==> config.mk <==
export PLATFORM = sky130hd
export DESIGN_NAME = hazard_ctrl
export DESIGN_NICKNAME = d
export VERILOG_FILES = /design/src/rtl/hazard_ctrl.sv
export SDC_FILE = /design/constraint.sdc
export NUM_CORES = 1
export LEC_CHECK = 0
export ABC_AREA = 1
export BUFFER_PORTS_ARGS = -buffer_cell sky130_fd_sc_hd__buf_2
export CORE_ASPECT_RATIO = 1.4
export CORE_MARGIN = 3
export CORE_UTILIZATION = 33
export CTS_CLUSTER_DIAMETER = 60
export DETAILED_ROUTE_END_ITERATION = 8
export SLEW_MARGIN = 20
export SYNTH_ARGS = -nofsm -noshare
export SYNTH_HDL_FRONTEND = slang
export SYNTH_SLANG_ARGS = --single-unit
==> constraint.sdc <==
create_clock -name clk -period 3.09 [get_ports clk]
set_clock_uncertainty 0.2 [all_clocks]
set_input_delay 0.618 -clock clk [delete_from_list [all_inputs] [get_ports clk]]
set_output_delay 0.618 -clock clk [all_outputs]
set_load 0.05 [all_outputs]
==> src/rtl/hazard_ctrl.sv <==
// rtl/hazard_ctrl.sv - pipeline hazard/stall/flush scheduler for the r200 core
//
// Sequences the IF/ID, ID/EX and EX/MEM pipeline registers:
//   - load-use hazard: one-cycle bubble into ID/EX while PC and IF/ID hold
//   - data memory busy: whole front of the pipe holds until mem_ready
//   - taken branch / jump: flush wrong-path IF/ID (FLUSH_CYCLES cycles) and ID/EX
// Ports:
//   clk, rst                      clock, synchronous active-high reset
//   id_rs1addr/id_rs2addr         source registers of the ID instruction
//   id_uses_rs1/id_uses_rs2       ID instruction actually reads rs1/rs2
//   ex_rdaddr/ex_regwr/ex_isload  destination info of the EX instruction
//   ex_brtaken/ex_willjmp         EX redirects the fetch stream
//   mem_req/mem_ready             MEM stage data-memory handshake
//   pc_stall..ex_mem_stall        hold controls
//   if_id_flush/id_ex_flush       invalidate controls
//   mem_timeout                   sticky: a memory wait reached MEM_TIMEOUT cycles
//   stall_cnt/flush_cnt           saturating perf counters
module hazard_ctrl #(
  parameter int FLUSH_CYCLES = 2,
  parameter int MEM_TIMEOUT  = 255
) (
  input  logic        clk,
  input  logic        rst,
  input  logic [4:0]  id_rs1addr,
  input  logic [4:0]  id_rs2addr,
  input  logic        id_uses_rs1,
  input  logic        id_uses_rs2,
  input  logic [4:0]  ex_rdaddr,
  input  logic        ex_regwr,
  input  logic        ex_isload,
  input  logic        ex_brtaken,
  input  logic        ex_willjmp,
  input  logic        mem_req,
  input  logic        mem_ready,
  output logic        pc_stall,
  output logic        if_id_stall,
  output logic        id_ex_stall,
  output logic        ex_mem_stall,
  output logic        if_id_flush,
  output logic        id_ex_flush,
  output logic        mem_timeout,
  output logic [15:0] stall_cnt,
  output logic [15:0] flush_cnt
);

  typedef enum logic [1:0] {
    RUN      = 2'd0,
    LOAD_USE = 2'd1,
    MEM_WAIT = 2'd2,
    REDIRECT = 2'd3
  } state_t;

  localparam logic [7:0] TIMEOUT_VAL = MEM_TIMEOUT[7:0];
  localparam logic [1:0] FLUSH_INIT  = 2'(FLUSH_CYCLES - 1);

  state_t      state_q, state_d;
  logic [7:0]  wait_cnt_q, wait_cnt_d;
  logic [1:0]  flush_ctr_q, flush_ctr_d;
  logic        timeout_q, timeout_d;
  logic [15:0] stall_cnt_q, stall_cnt_d;
  logic [15:0] flush_cnt_q, flush_cnt_d;

  logic memwait, redirect, loaduse;
  logic s_pc, s_ifid, s_idex, s_exmem, f_ifid, f_idex;
  logic flush_event;
  logic [7:0] wait_inc;

  assign memwait  = mem_req & ~mem_ready;
  assign redirect = ex_brtaken | ex_willjmp;
  assign loaduse  = ex_isload & ex_regwr & (ex_rdaddr != 5'd0) &
                    ((id_uses_rs1 & (id_rs1addr == ex_rdaddr)) |
                     (id_uses_rs2 & (id_rs2addr == ex_rdaddr)));

  // Counter is zero outside MEM_WAIT, so the entry cycle counts as the first wait cycle.
  assign wait_inc = (wait_cnt_q == 8'hFF) ? 8'hFF : wait_cnt_q + 8'd1;

  always_comb begin
    state_d     = state_q;
    wait_cnt_d  = 8'd0;
    flush_ctr_d = flush_ctr_q;
    timeout_d   = timeout_q;
    s_pc        = 1'b0;
    s_ifid      = 1'b0;
    s_idex      = 1'b0;
    s_exmem     = 1'b0;
    f_ifid      = 1'b0;
    f_idex      = 1'b0;
    flush_event = 1'b0;

    if (memwait || (state_q == MEM_WAIT && !mem_ready)) begin
      // Holding for memory; redirect/loaduse wait until the access completes.
      s_pc       = 1'b1;
      s_ifid     = 1'b1;
      s_idex     = 1'b1;
      s_exmem    = 1'b1;
      wait_cnt_d = wait_inc;
      state_d    = MEM_WAIT;
      if (wait_inc == TIMEOUT_VAL) begin
        timeout_d = 1'b1;
      end
    end else if (redirect) begin
      f_ifid      = 1'b1;
      f_idex      = 1'b1;
      flush_event = 1'b1;
      flush_ctr_d = FLUSH_INIT;
      state_d     = (FLUSH_CYCLES > 1) ? REDIRECT : RUN;
    end else if (state_q == REDIRECT) begin
      // ID holds a wrong-path instruction here, so any loaduse is ignored.
      f_ifid = 1'b1;
      if (flush_ctr_q <= 2'd1) begin
        state_d = RUN;
      end else begin
        flush_ctr_d = flush_ctr_q - 2'd1;
      end
    end else if (loaduse && state_q != LOAD_USE) begin
      s_pc    = 1'b1;
      s_ifid  = 1'b1;
      s_idex  = 1'b1;
      state_d = LOAD_USE;
    end else begin
      state_d = RUN;
    end

    stall_cnt_d = (s_pc && stall_cnt_q != 16'hFFFF) ? stall_cnt_q + 16'd1 : stall_cnt_q;
    flush_cnt_d = (flush_event && flush_cnt_q != 16'hFFFF) ? flush_cnt_q + 16'd1 : flush_cnt_q;
  end

  always_ff @(posedge clk) begin
    if (rst) begin
      state_q     <= RUN;
      wait_cnt_q  <= 8'd0;
      flush_ctr_q <= 2'd0;
      timeout_q   <= 1'b0;
      stall_cnt_q <= 16'd0;
      flush_cnt_q <= 16'd0;
    end else begin
      state_q     <= state_d;
      wait_cnt_q  <= wait_cnt_d;
      flush_ctr_q <= flush_ctr_d;
      timeout_q   <= timeout_d;
      stall_cnt_q <= stall_cnt_d;
      flush_cnt_q <= flush_cnt_d;
    end
  end

  assign pc_stall     = s_pc    & ~rst;
  assign if_id_stall  = s_ifid  & ~rst;
  assign id_ex_stall  = s_idex  & ~rst;
  assign ex_mem_stall = s_exmem & ~rst;
  assign if_id_flush  = f_ifid  & ~rst;
  assign id_ex_flush  = f_idex  & ~rst;
  assign mem_timeout  = timeout_q;
  assign stall_cnt    = stall_cnt_q;
  assign flush_cnt    = flush_cnt_q;

endmodule

# == After elaboration in Yosys (flattened, before gate mapping) ==
# Index checks and enable logic that the tools add are counted.
# Widths: inputs -> output; s select.
# totals
wordCells,70
in_bits,25
reg_bits,45
output_inout_bits,39
# classes
magnitude_cmp,1
n_reduce_logical,12
bitwise_logic,15
add_sub_neg,4
muxes,19
n_eq_ne,12
# op_table
operator,n
$add 16x1->16 const B,2
$ne 16x16->1 const B,2
$eq 8x8->1 const B,2
$mux 2,7
$mux 1,11
$and 1x1->1,10
$eq 5x5->1,2
$add 8x1->8 const B,1
$mux 8,1
$reduce_bool 5->1,1
$eq 2x2->1 const B,2
$logic_and 1x1->1,4
$ne 4x3->1 const B,1
$reduce_or 2->1,2
$ne 3x2->1 const B,1
$not 1->1,3
$reduce_and 3->1,1
$le 2x1->1 const B,1
$ne 2x1->1 const B,1
$ne 2x2->1 const B,1
$or 1x1->1,2
$reduce_and 2->1,1
$reduce_bool 2->1,1
$sub 2x1->2 const B,1
2 further kinds,2

# == Depth between registers and ports, before layout ==
# Gate-level depths: netlist (run 1).
# depth
ltp_word,10
depth_mapped,12
ltp_nobuf,12

# == Least setup slack after synthesis (run 1) ==
# Ideal clock, no wire load.
# synth_timing
path_kind,input to output
from,input port ex_rdaddr[2]
to,output port if_id_stall
setup_slack_ps,-145
n_path_buf,2
stages,12
t_arrival_ps,2417
path_cell_list,inv_1 nand2_1 nand2_1 nor2_1 nand3_1 nand2_1 nand2_2 nand2_4 buf_2 nand2_1 nor2_1 buf_4
# synth_between
elab_chain_cells,10
# synth_rtl
item,line_no,rtl
start: declaration,28,"input logic [4:0] ex_rdaddr,"
"$eq 5x5->1, on equally long branches","71, 72",
"$and 1x1->1, on equally long branches","71, 72",
$or 1x1->1,71,((id_uses_rs1 & (id_rs1addr == ex_rdaddr)) |
$and 1x1->1 *,70,assign loaduse = ex_isload & ex_regwr & (ex_rdaddr != 5'd0) &
$logic_and 1x1->1 *,115,end else if (loaduse && state_q != LOAD_USE) begin
$mux 1 * (4 in a row),--,
$and 1x1->1 *,--,
end: declaration,36,"output logic if_id_stall,"
# Every way passes the cells marked *; elsewhere a longest branch is shown, timed or not.

# == Final worst setup path (run 1) ==
# layout_timing
from,input port ex_rdaddr[1]
to,output port id_ex_stall
# layout_between
elab_chain_cells,10
# layout_rtl
item,line_no,rtl
"$eq 5x5->1, on equally long branches","71, 72",
"$and 1x1->1, on equally long branches","71, 72",
$or 1x1->1,71,
$and 1x1->1 *,70,
$logic_and 1x1->1 *,115,
$mux 1 *,115,
$mux 1 *,107,end else if (state_q == REDIRECT) begin
$mux 1 *,101,end else if (redirect) begin
$mux 1 *,90,if (memwait || (state_q == MEM_WAIT && !mem_ready)) begin
$and 1x1->1 *,148,assign id_ex_stall = s_idex & ~rst;
end: declaration,37,"output logic id_ex_stall,"
# Marked as above.

==> results by group, run 1 <==
Status
  – Outcome: finished clean

Layout
  – N_diodes: 0
  – Nets: 493
  – Fin cells: 565
  – Area growth syn-to-layout: 18.8%
  – Filler cell count: between 800 and 900
  – Final Util: 41.1%
  – Fraction of layout instances using a drive strength above 1: 24.5%
  – Post-route cell area: roughly 3200 um2

Synthesis
  – Syn nets: 430
  – Synth area leaders: dfxtp_1 (33%), nand2_1 (13%), nor2_1 (7.4%)
  – Cells after Synth: 401
  – Synth unique cells: 36
  – Yosys top cell area share: between 30% and 40%
  – Yosys reg bits: 45
  – Syn avg cell area: 6.81 um2
  – Synth area leader: dfxtp_1
  – Mapped cell area: roughly 2700 um2
  – Sequential area share after synthesis: approximately a third
  – Syn. warnings: 0

Drt
  – Number of vias per cell: 4.72
  – DRT iter0 DRCs: 106
  – Via count: 2669
  – Routed WL: 6.74 mm
  – Initial DRT Pass Iterations: 5
  – Final ANT Viol Nets: 0
  – Drt drc: 0
  – Avg WL per Cell: 11.9 um

STA
  – Final Hold Viols: 0
  – Minimum clock period: 2.62 ns
  – Final period utilization: 84.9%
  – Peak Freq: 0.381 GHz
  – Post-route setup TNS: 0 ns
  – PnR worst setup slack: 0.466 ns
  – RSZ-0062 raised after global routing: no
  – Final hold slack: 0.276 ns
  – Slew Limit Fails: 0
  – Final count of negative-setup-slack endpoints: 0
  – Max_slew headroom: between 70 and 80%
  – Worst Max-Slew Pin Slew: 0.433 ns

Placement
  – I/O Buffers: 63
  – DP Area: 3130 um2
  – Gpl congestion: 0.893
  – DP Cell Count: 557
  – Post-DP HPWL: 5.16 mm
  – Pre-CTS setup slack: roughly 0.44 ns

Setup path
  – Setup crit end kind: output pin
  – Crit path arrival time: 1.81 ns
  – Crit Path Max Fanout: 4
  – CP required: 2.27 ns
  – CP Launch Type: input pin
  – Critical path class: in -> out
  – R2r setup slk: 1.01 ns

Clocking
  – TritonCTS clock tree: built
  – Clock Path Buffers: 2
  – Post-CTS setup buffer count: 0
  – H-tree levels: 2
  – Total CTS buffers: 5
  – CTS clk-pin slew, worst paths: 0.08 ns
  – Post-CTS Hold Fix Bufs: 0
  – Root Buffer: clkbuf_8
  – Clock Latency Late Sink: 0.30 ns
  – # clock sinks: 45
  – Post-cts gate resize count: 0

Global route
  – GRT Util Overall: 14.5%
  – GRT overflow: 0
  – Vias in the first global route: around 2600
  – First-pass GRT wire length: 11.4 mm
  – Antenna violations before repair: 0
  – Largest net degree at the start of global routing: 23

Power
  – VDD IR max: 181 uV
  – Switching Share: 27.2%
  – Total Power: 1.24 mW
  – Pint: slightly above 900 uW
  – Switching Power: between 300 and 400 uW
  – Clk pwr share: 37.8%
  – Comb power frac: 13.9%
  – Sequential share of power: 48.3%
  – LEAKAGE: 1.54 nW
  – P per Cell Area: 383 nW/um2

Floorplanning
  – Die height: 114 um
  – Starting Density: 34.6%
  – Die area: approximately 9400 um2
  – IO Count: 64
  – Core Region: 7890 um2
  – Placement Rows: 38
  – Chip Width: 82.9 um

Flow run
  – Max-cap violations: 0

Worst hold path
  – Worst Hold Class: reg -> reg
power by group through the flow:
stage,sequential (mW),combinational (mW),clock [mW]
floorplan,0.632,0.107,0
global placement,0.614,0.172,0
detailed placement,0.614,0.174,0
CTS,0.601,0.175,0.489
global route,0.603,0.192,0.513
finish,0.600,0.173,0.470
logic make-up (layout without fill, tap and decap cells):
| kind of cell | after synthesis | in the layout | share of synthesized area, % |
|---|---|---|---|
| AOI/OAI and AO/OA | 55 | 55 | 12.1 |
| xor gates and xnor gates | 19 | 19 | 6.09 |
| adders and majority gates | 4 | 4 | 1.83 |
| buffers and inverters | 61 | 125 | 9.66 |
| DFF | 45 | 45 | 33.0 |
| and+or+nand+nor | 217 | 217 | 37.4 |
cell usage after synthesis:
cell and count:
nor3_2 1, nor3_4 1, nand2_2 7, and3_1 1, a21oi_1 23, nor2_1 54, a31o_2 1, nand4_1 21
o21ai_0 14, or2_1 1, buf_2 3, clkbuf_1 3, nand2_4 4, nand2_1 97, xor2_1 10, nand3_4 1
a21oi_4 1, nor2_2 2, buf_12 1, nor2_8 1, nor3_1 7, o21ai_1 3, xnor2_1 9, inv_2 9
inv_1 41, nor3b_1 1, nor2_4 2, dfxtp_1 45, a31oi_1 3, a21oi_2 9, buf_6 1, o21bai_1 1
ha_1 4, buf_4 2, nand3_1 16, buf_1 1
layout by cell type, fill, tap and decap left out, types with 10 or more instances in the layout:
| cell | count |
|---|---|
| a21oi_1 | 23 |
| buf_2 | 63 |
| dfxtp_1 | 45 |
| inv_1 | 41 |
| nand2_1 | 97 |
| nand3_1 | 16 |
| nand4_1 | 21 |
| nor2_1 | 53 |
| o21ai_0 | 14 |
| xor2_1 | 10 |
registers in the layout, indices dropped and copies added, names as in the netlist:
signal	flops
mem_timeout	1
flush_ctr_q	2
wait_cnt_q	8
state_q	2
flush_cnt	16
stall_cnt	16
path summary, 6_finish.rpt:
kind                              startpoint      endpoint  cells after the start
worst min-delay path             mem_timeout   mem_timeout                      2
worst max register to register  flush_cnt[0]  flush_cnt[9]                      9
worst min register to register   mem_timeout   mem_timeout                      2
worst max-delay path            ex_rdaddr[1]   id_ex_stall                     12
per-layer routing:
metal	share of wire, %	vias to the layer above	GRT usage [%]
met3	3.9	8	3.18
met1	43	1205	16.3
li1	-	1410	-
met4	1.9	0	4.58
met5	0	-	0
met2	51	46	27.2
critical path: stages:
cell and delay, ns:
buf_2 0.12, inv_2 0.04, nand2_1 0.05, nand2_1 0.05, nor2_1 0.10, nand3_1 0.08
nand2_1 0.08, nand2_2 0.07, nand2_4 0.06, nand2_1 0.05, nor2_2 0.18, buf_2 0.31
final cells by class:
| type | count | area (um2) | share of cell area (%) |
|---|---|---|---|
| multi-input cells | 295 | 1570 | 48.4 |
| flip-flops and latches | 45 | 901 | 27.8 |
| repair buffers | 67 | 345 | 10.6 |
| inverters | 50 | 188 | 5.78 |
| well taps | 100 | 125 | 3.86 |
| clock buffers | 7 | 86.3 | 2.66 |
| clock inverters | 1 | 30.0 | 0.925 |
Note: power is estimated with default switching activity, not from simulation.
==> run 2: changes to the inputs <==
Clock period 3.09 ns to 2.7 ns, I/O delays scaled along.
==> results by group, run 2 (synthesis gave the netlist of run 1 again) <==
Setup path
  – Buffers & Inverters on Critical Path: 3 (unchanged)
  – Reg2reg end: flush_cnt[9] (unchanged)
  – Setup crit end kind: output pin (unchanged)
  – CP Launch Type: flop (was input pin)
  – R2r setup slk: 0.63 ns (was 1.01 ns)
  – R2R depth: 9 (unchanged)
  – Crit-path cells: inv_2 > nand2_1 > a21oi_4 > inv_1 > nand2_4 > nand2_1 > nor2_4 > buf_2 (was buf_2 > inv_2 > nand2_1 > nand2_1 > nor2_1 > nand3_1 > nand2_1 > nand2_2 > nand2_4 > nand2_1 > nor2_2 > buf_2)
  – Slowest CP cell: dfxtp_1 (was buf_2)
  – Delay-heaviest family, CP: buffers and inverters (was simple AND/OR/NAND/NOR gates)
  – Crit path arrival time: 1.72 ns (was 1.81 ns)
  – CP dominant cell by count: nand2_1 (unchanged)
  – Critical path class: reg -> out (was in -> out)
  – CP required: 1.96 ns (was 2.27 ns)
  – R2r startpoint: flush_cnt[0] (unchanged)
  – Crit Path Max Fanout: 5 (was 4)
  – Crit-path max cell delay: 0.33 ns (was 0.31 ns)

Floorplanning
  – Die height: 114 um (unchanged)
  – Placement Rows: 38 (unchanged)
  – IO Count: 64 (unchanged)
  – Core Region: 7890 um2 (unchanged)
  – Starting Density: 34.6% (unchanged)
  – Die area: 9420 um2 (unchanged)
  – Chip Width: 82.9 um (unchanged)

Clocking
  – Total CTS buffers: 5 (unchanged)
  – Post-CTS Hold Fix Bufs: 0 (unchanged)
  – TritonCTS clock tree: built (unchanged)
  – # clock sinks: 45 (unchanged)
  – Post-CTS setup buffer count: 0 (unchanged)
  – Root Buffer: clkbuf_8 (unchanged)
  – H-tree levels: 2 (unchanged)
  – Post-cts gate resize count: 0 (unchanged)
  – Clock Latency Late Sink: 0.31 ns (was 0.30 ns)
  – Clock Path Buffers: 2 (unchanged)
  – CTS clk-pin slew, worst paths: 0.08 ns (about the same)

Layout
  – Most common cell after layout, fill and taps aside: nand2_1 (unchanged)
  – Fin cells: 567 (was 565)
  – Post-route cell area: 3240 um2 (was 3250 um2)
  – Nets: 495 (was 493)
  – Filler cell count: 850 (was 866)
  – Commonest non-fill, non-tap cells in the layout: nand2_1 (97), buf_2 (63), nor2_1 (53) (unchanged)
  – Area growth syn-to-layout: 18.5% (was 18.8%)
  – Fraction of layout instances using a drive strength above 1: 24.8% (was 24.5%)
  – N_diodes: 0 (unchanged)

Worst hold path
  – Hold Path Cell Cnt: 2 (unchanged)
  – Hold_sp: flush_cnt[8] (was mem_timeout)
  – Hold worst-path end: flush_cnt[8] (was mem_timeout)
  – Worst Hold Class: reg -> reg (unchanged)

Power
  – Comb power frac: 15.3% (was 13.9%)
  – LEAKAGE: 1.53 nW (was 1.54 nW)
  – Pint: 918 uW (was 905 uW)
  – P per Cell Area: 404 nW/um2 (was 383 nW/um2)
  – Switching Power: 391 uW (was 338 uW)
  – Total Power: 1.31 mW (was 1.24 mW)
  – Clk pwr share: 32.2% (was 37.8%)
  – Sequential share of power: 52.5% (was 48.3%)
  – Switching Share: 29.9% (was 27.2%)
  – VDD IR max: 169 uV (was 181 uV)

Global route
  – Largest net degree at the start of global routing: 17 (was 23)
  – GRT Util Overall: 14.2% (was 14.5%)
  – GRT overflow: 0 (unchanged)
  – Vias in the first global route: 2503 (was 2551)
  – Antenna violations before repair: 0 (unchanged)
  – First-pass GRT wire length: 11.2 mm (was 11.4 mm)

Drt
  – Via count: 2689 (was 2669)
  – Final ANT Viol Nets: 0 (unchanged)
  – Initial DRT Pass Iterations: 5 (unchanged)
  – Number of vias per cell: 4.74 (was 4.72)
  – DRT iter0 DRCs: 169 (was 106)
  – Drt drc: 0 (unchanged)
  – Routed WL: 6.59 mm (was 6.74 mm)
  – Avg WL per Cell: 11.6 um (was 11.9 um)

Placement
  – Gpl congestion: 0.877 (was 0.893)
  – I/O Buffers: 63 (unchanged)
  – Post-DP HPWL: 5.12 mm (was 5.16 mm)
  – DP Area: 3150 um2 (was 3130 um2)
  – DP Cell Count: 559 (was 557)

Flow run
  – Max-cap violations: 0 (unchanged)

STA
  – Slew Limit Fails: 0 (unchanged)
  – Final period utilization: 91.2%
  – Final Hold Viols: 0 (unchanged)
  – RSZ-0062 raised after global routing: no (unchanged)
  – Max_slew headroom: 70.9% (was 71.1%)
  – Minimum clock period: 2.46 ns
  – Worst Max-Slew Pin Slew: 0.434 ns (was 0.433 ns)
  – Final count of negative-setup-slack endpoints: 0 (unchanged)
  – Post-route setup TNS: 0 ns (unchanged)
  – Peak Freq: between 0.4 and 0.5 GHz
  – Final hold slack: 0.258 ns (was 0.276 ns)

Status
  – Outcome: finished clean (unchanged)
## run 2: cell types whose count changed in the layout (fill, tap and decap cells not counted), sizes merged
cell      change
buf           +2
bufinv        -1
clkbuf        -1
clkinvlp      +2
## run 2: how the worst max path moves through the flow
stage,start,endpoint,cells after the start,slack [ns]
floorplan,ex_rdaddr[2],if_id_stall,12,0.07
global placement,ex_rdaddr[4],id_ex_stall,12,0.25
detailed placement,ex_rdaddr[3],if_id_stall,12,0.25
CTS,state_q[0],if_id_stall,8,0.20
global route,ex_rdaddr[0],if_id_stall,12,0.09
finish,state_q[0],if_id_stall,8,0.24
## run 2: power groups by stage
stage                     registers, mW  logic [mW]  clock network [mW]
final                             0.687       0.200               0.422
after global routing              0.689       0.223               0.462
after CTS                         0.687       0.203               0.437
after detailed placement          0.703       0.202                   0
after global placement            0.702       0.201                   0
after floorplan                   0.723       0.124                   0
## run 2: tightest hold or removal path: cells and delay by family, from the launching register on
kind	cells	cell delay (ns)
buffers and inverters	1	0.05
DFF	1	0.32
AOI/OAI and AO/OA	1	0.05
## run 2: metal layers
metal / vias up / GRT usage [%] / share of wire [%]
li1: 1423 / - / -
met1: 1200 / 16.8 / 43
met2: 56 / 25.2 / 50
met3: 10 / 3.11 / 4.5
met4: 0 / 4.80 / 2.0
met5: - / 0 / 0
## run 2: area by class of cell
| class | count | area (um2) | share of cell area (%) |
|---|---|---|---|
| timing repair buffer | 69 | 360 | 11.1 |
| clock buffer | 6 | 72.6 | 2.24 |
| sequential | 45 | 901 | 27.8 |
| inverter | 50 | 188 | 5.80 |
| tap | 100 | 125 | 3.87 |
| clock inverter | 2 | 15.0 | 0.464 |
| multi-input combinational | 295 | 1580 | 48.7 |
## run 2: stage by stage
step | setup WS [ns] | util (%)
after global routing | 0.0944 | 41.0
after CTS | 0.202 | 41.0
after floorplan | 0.0730 | -
after detailed placement | 0.249 | 39.9
final | 0.238 | 41.0
after global placement | 0.253 | 39.9
==> run 3: changes to the inputs <==
Clock period 2.7 ns to 3.2 ns, I/O delays scaled along.
==> results by group, run 3 (synthesis gave the netlist of run 1 again) <==
STA
  – Minimum clock period: approximately 2.6 ns
  – Final Hold Viols: 0 (unchanged)
  – Peak Freq: 0.378 GHz
  – Final period utilization: roughly 83%
  – PnR worst setup slack: 0.558 ns (was 0.238 ns)
  – RSZ-0062 raised after global routing: no (unchanged)
  – Final count of negative-setup-slack endpoints: 0 (unchanged)
  – Final hold slack: 0.275 ns (was 0.258 ns)
  – Max_slew headroom: 68.8% (was 70.9%)
  – Slew Limit Fails: 0 (unchanged)
  – Worst Max-Slew Pin Slew: 0.467 ns (was 0.434 ns)
  – Post-route setup TNS: 0 ns (unchanged)

Worst hold path
  – Worst Hold Class: reg -> reg (unchanged)

Layout
  – Most common cell after layout, fill and taps aside: nand2_1 (unchanged)
  – N_diodes: 0 (unchanged)
  – Multi-input gate area: 1570 um2 (was 1580 um2)
  – Area growth syn-to-layout: 17.6% (was 18.5%)
  – Commonest non-fill, non-tap cells in the layout: nand2_1 (97), buf_2 (63), nor2_1 (53) (unchanged)
  – Filler cell count: 866 (was 850)
  – Post-route cell area: 3210 um2 (was 3240 um2)
  – Nets: 493 (was 495)
  – Fraction of layout instances using a drive strength above 1: 24.3% (was 24.8%)
  – Reg area: 901 um2 (unchanged)

Setup path
  – CP Launch Type: input pin (was flop)
  – Crit path arrival time: 1.80 ns (was 1.72 ns)
  – Setup crit end kind: output pin (unchanged)
  – Critical path class: in -> out (was reg -> out)
  – Crit Path Max Fanout: 3 (was 5)
  – CP required: 2.36 ns (was 1.96 ns)

Clocking
  – H-tree levels: 2 (unchanged)
  – Clock Latency Late Sink: 0.30 ns (was 0.31 ns)
  – Root Buffer: clkbuf_8 (unchanged)
  – Clock Path Buffers: 2 (unchanged)
  – Post-CTS setup buffer count: 0 (unchanged)
  – Total CTS buffers: 5 (unchanged)
  – # clock sinks: 45 (unchanged)
  – CTS clk-pin slew, worst paths: 0.08 ns (about the same)
  – Post-CTS Hold Fix Bufs: 0 (unchanged)
  – TritonCTS clock tree: built (unchanged)
  – Post-cts gate resize count: 0 (unchanged)

Placement
  – DP Area: 3130 um2 (was 3150 um2)
  – Gpl congestion: 0.864 (was 0.877)
  – I/O Buffers: 63 (unchanged)
  – Post-DP HPWL: 5.18 mm (was 5.12 mm)
  – Pre-CTS setup slack: 0.537 ns (was 0.249 ns)

Power
  – VDD IR max: 173 uV (was 169 uV)
  – LEAKAGE: 1.52 nW (was 1.53 nW)
  – Total Power: 1.10 mW (was 1.31 mW)
  – P per Cell Area: 342 nW/um2 (was 404 nW/um2)

Flow run
  – Max-cap violations: 0 (unchanged)

Drt
  – Drt drc: 0 (unchanged)
  – Final ANT Viol Nets: 0 (unchanged)
  – DRT iter0 DRCs: 159 (was 169)
  – Number of vias per cell: 4.73 (was 4.74)
  – Routed WL: 6.80 mm (was 6.59 mm)
  – Initial DRT Pass Iterations: 4 (was 5)
  – Avg WL per Cell: 12.0 um (was 11.6 um)
  – Via count: 2672 (was 2689)

Floorplanning
  – Starting Density: 34.6% (unchanged)
  – Die area: 9420 um2 (unchanged)
  – Core Region: 7890 um2 (unchanged)
  – Placement Rows: 38 (unchanged)
  – IO Count: 64 (unchanged)
  – Chip Width: 82.9 um (unchanged)
  – Die height: 114 um (unchanged)

Status
  – Outcome: finished clean (unchanged)

Global route
  – GRT Util Overall: 14.3% (was 14.2%)
  – First-pass GRT wire length: 11.3 mm (was 11.2 mm)
  – Antenna violations before repair: 0 (unchanged)
  – Vias in the first global route: 2442 (was 2503)
  – GRT overflow: 0 (unchanged)
  – Largest net degree at the start of global routing: 17 (unchanged)
-- run 3: routing by layer --
| layer | up-vias | global-route usage [%] | wire, um |
|---|---|---|---|
| met4 | 0 | 2.62 | 44 |
| met2 | 54 | 26.6 | 3450 |
| met3 | 4 | 2.75 | 282 |
| met1 | 1203 | 17.1 | 3020 |
| met5 | - | 0 | 0 |
| li1 | 1411 | - | - |
-- run 3: cell type report --
cell class / count / share of cell area [%]
well taps: 100 / 3.89
repair buffers: 67 / 10.7
flip-flops and latches: 45 / 28.0
clock inverters: 1 / 0.234
inverters: 50 / 5.84
clock buffers: 7 / 2.38
multi-input cells: 295 / 48.9
-- run 3: critical path: stages --
cell	delay [ns]
buf_2	0.11
inv_2	0.05
nand2_1	0.05
nand2_1	0.05
nor2_1	0.12
nand3_1	0.08
nand2_1	0.08
nand2_2	0.07
nand2_4	0.07
nand2_1	0.06
nor2_2	0.13
buf_2	0.29
-- run 3: final timing paths --
check | start | to | slack (ns) | cells past startpoint
min reg2reg | flush_ctr_q[1] | flush_ctr_q[1] | 0.28 | 2
max | ex_rdaddr[4] | id_ex_stall | 0.56 | 12
max reg2reg | flush_cnt[0] | flush_cnt[9] | 1.11 | 9
min | flush_ctr_q[1] | flush_ctr_q[1] | 0.28 | 2
-- run 3: report_power, final --
part	total [mW]	leakage [nW]	switching (mW)	internal, mW
Sequential	0.580	0.364	0.00992	0.570
Combinational	0.167	1.11	0.119	0.0485
Clock	0.351	0.0385	0.196	0.155
-- run 3: stage by stage --
stage	util, %	std cells
global route	40.7	565
CTS	40.7	565
finish	40.7	565
floorplan	-	401
global placement	39.6	557
detailed placement	39.6	557
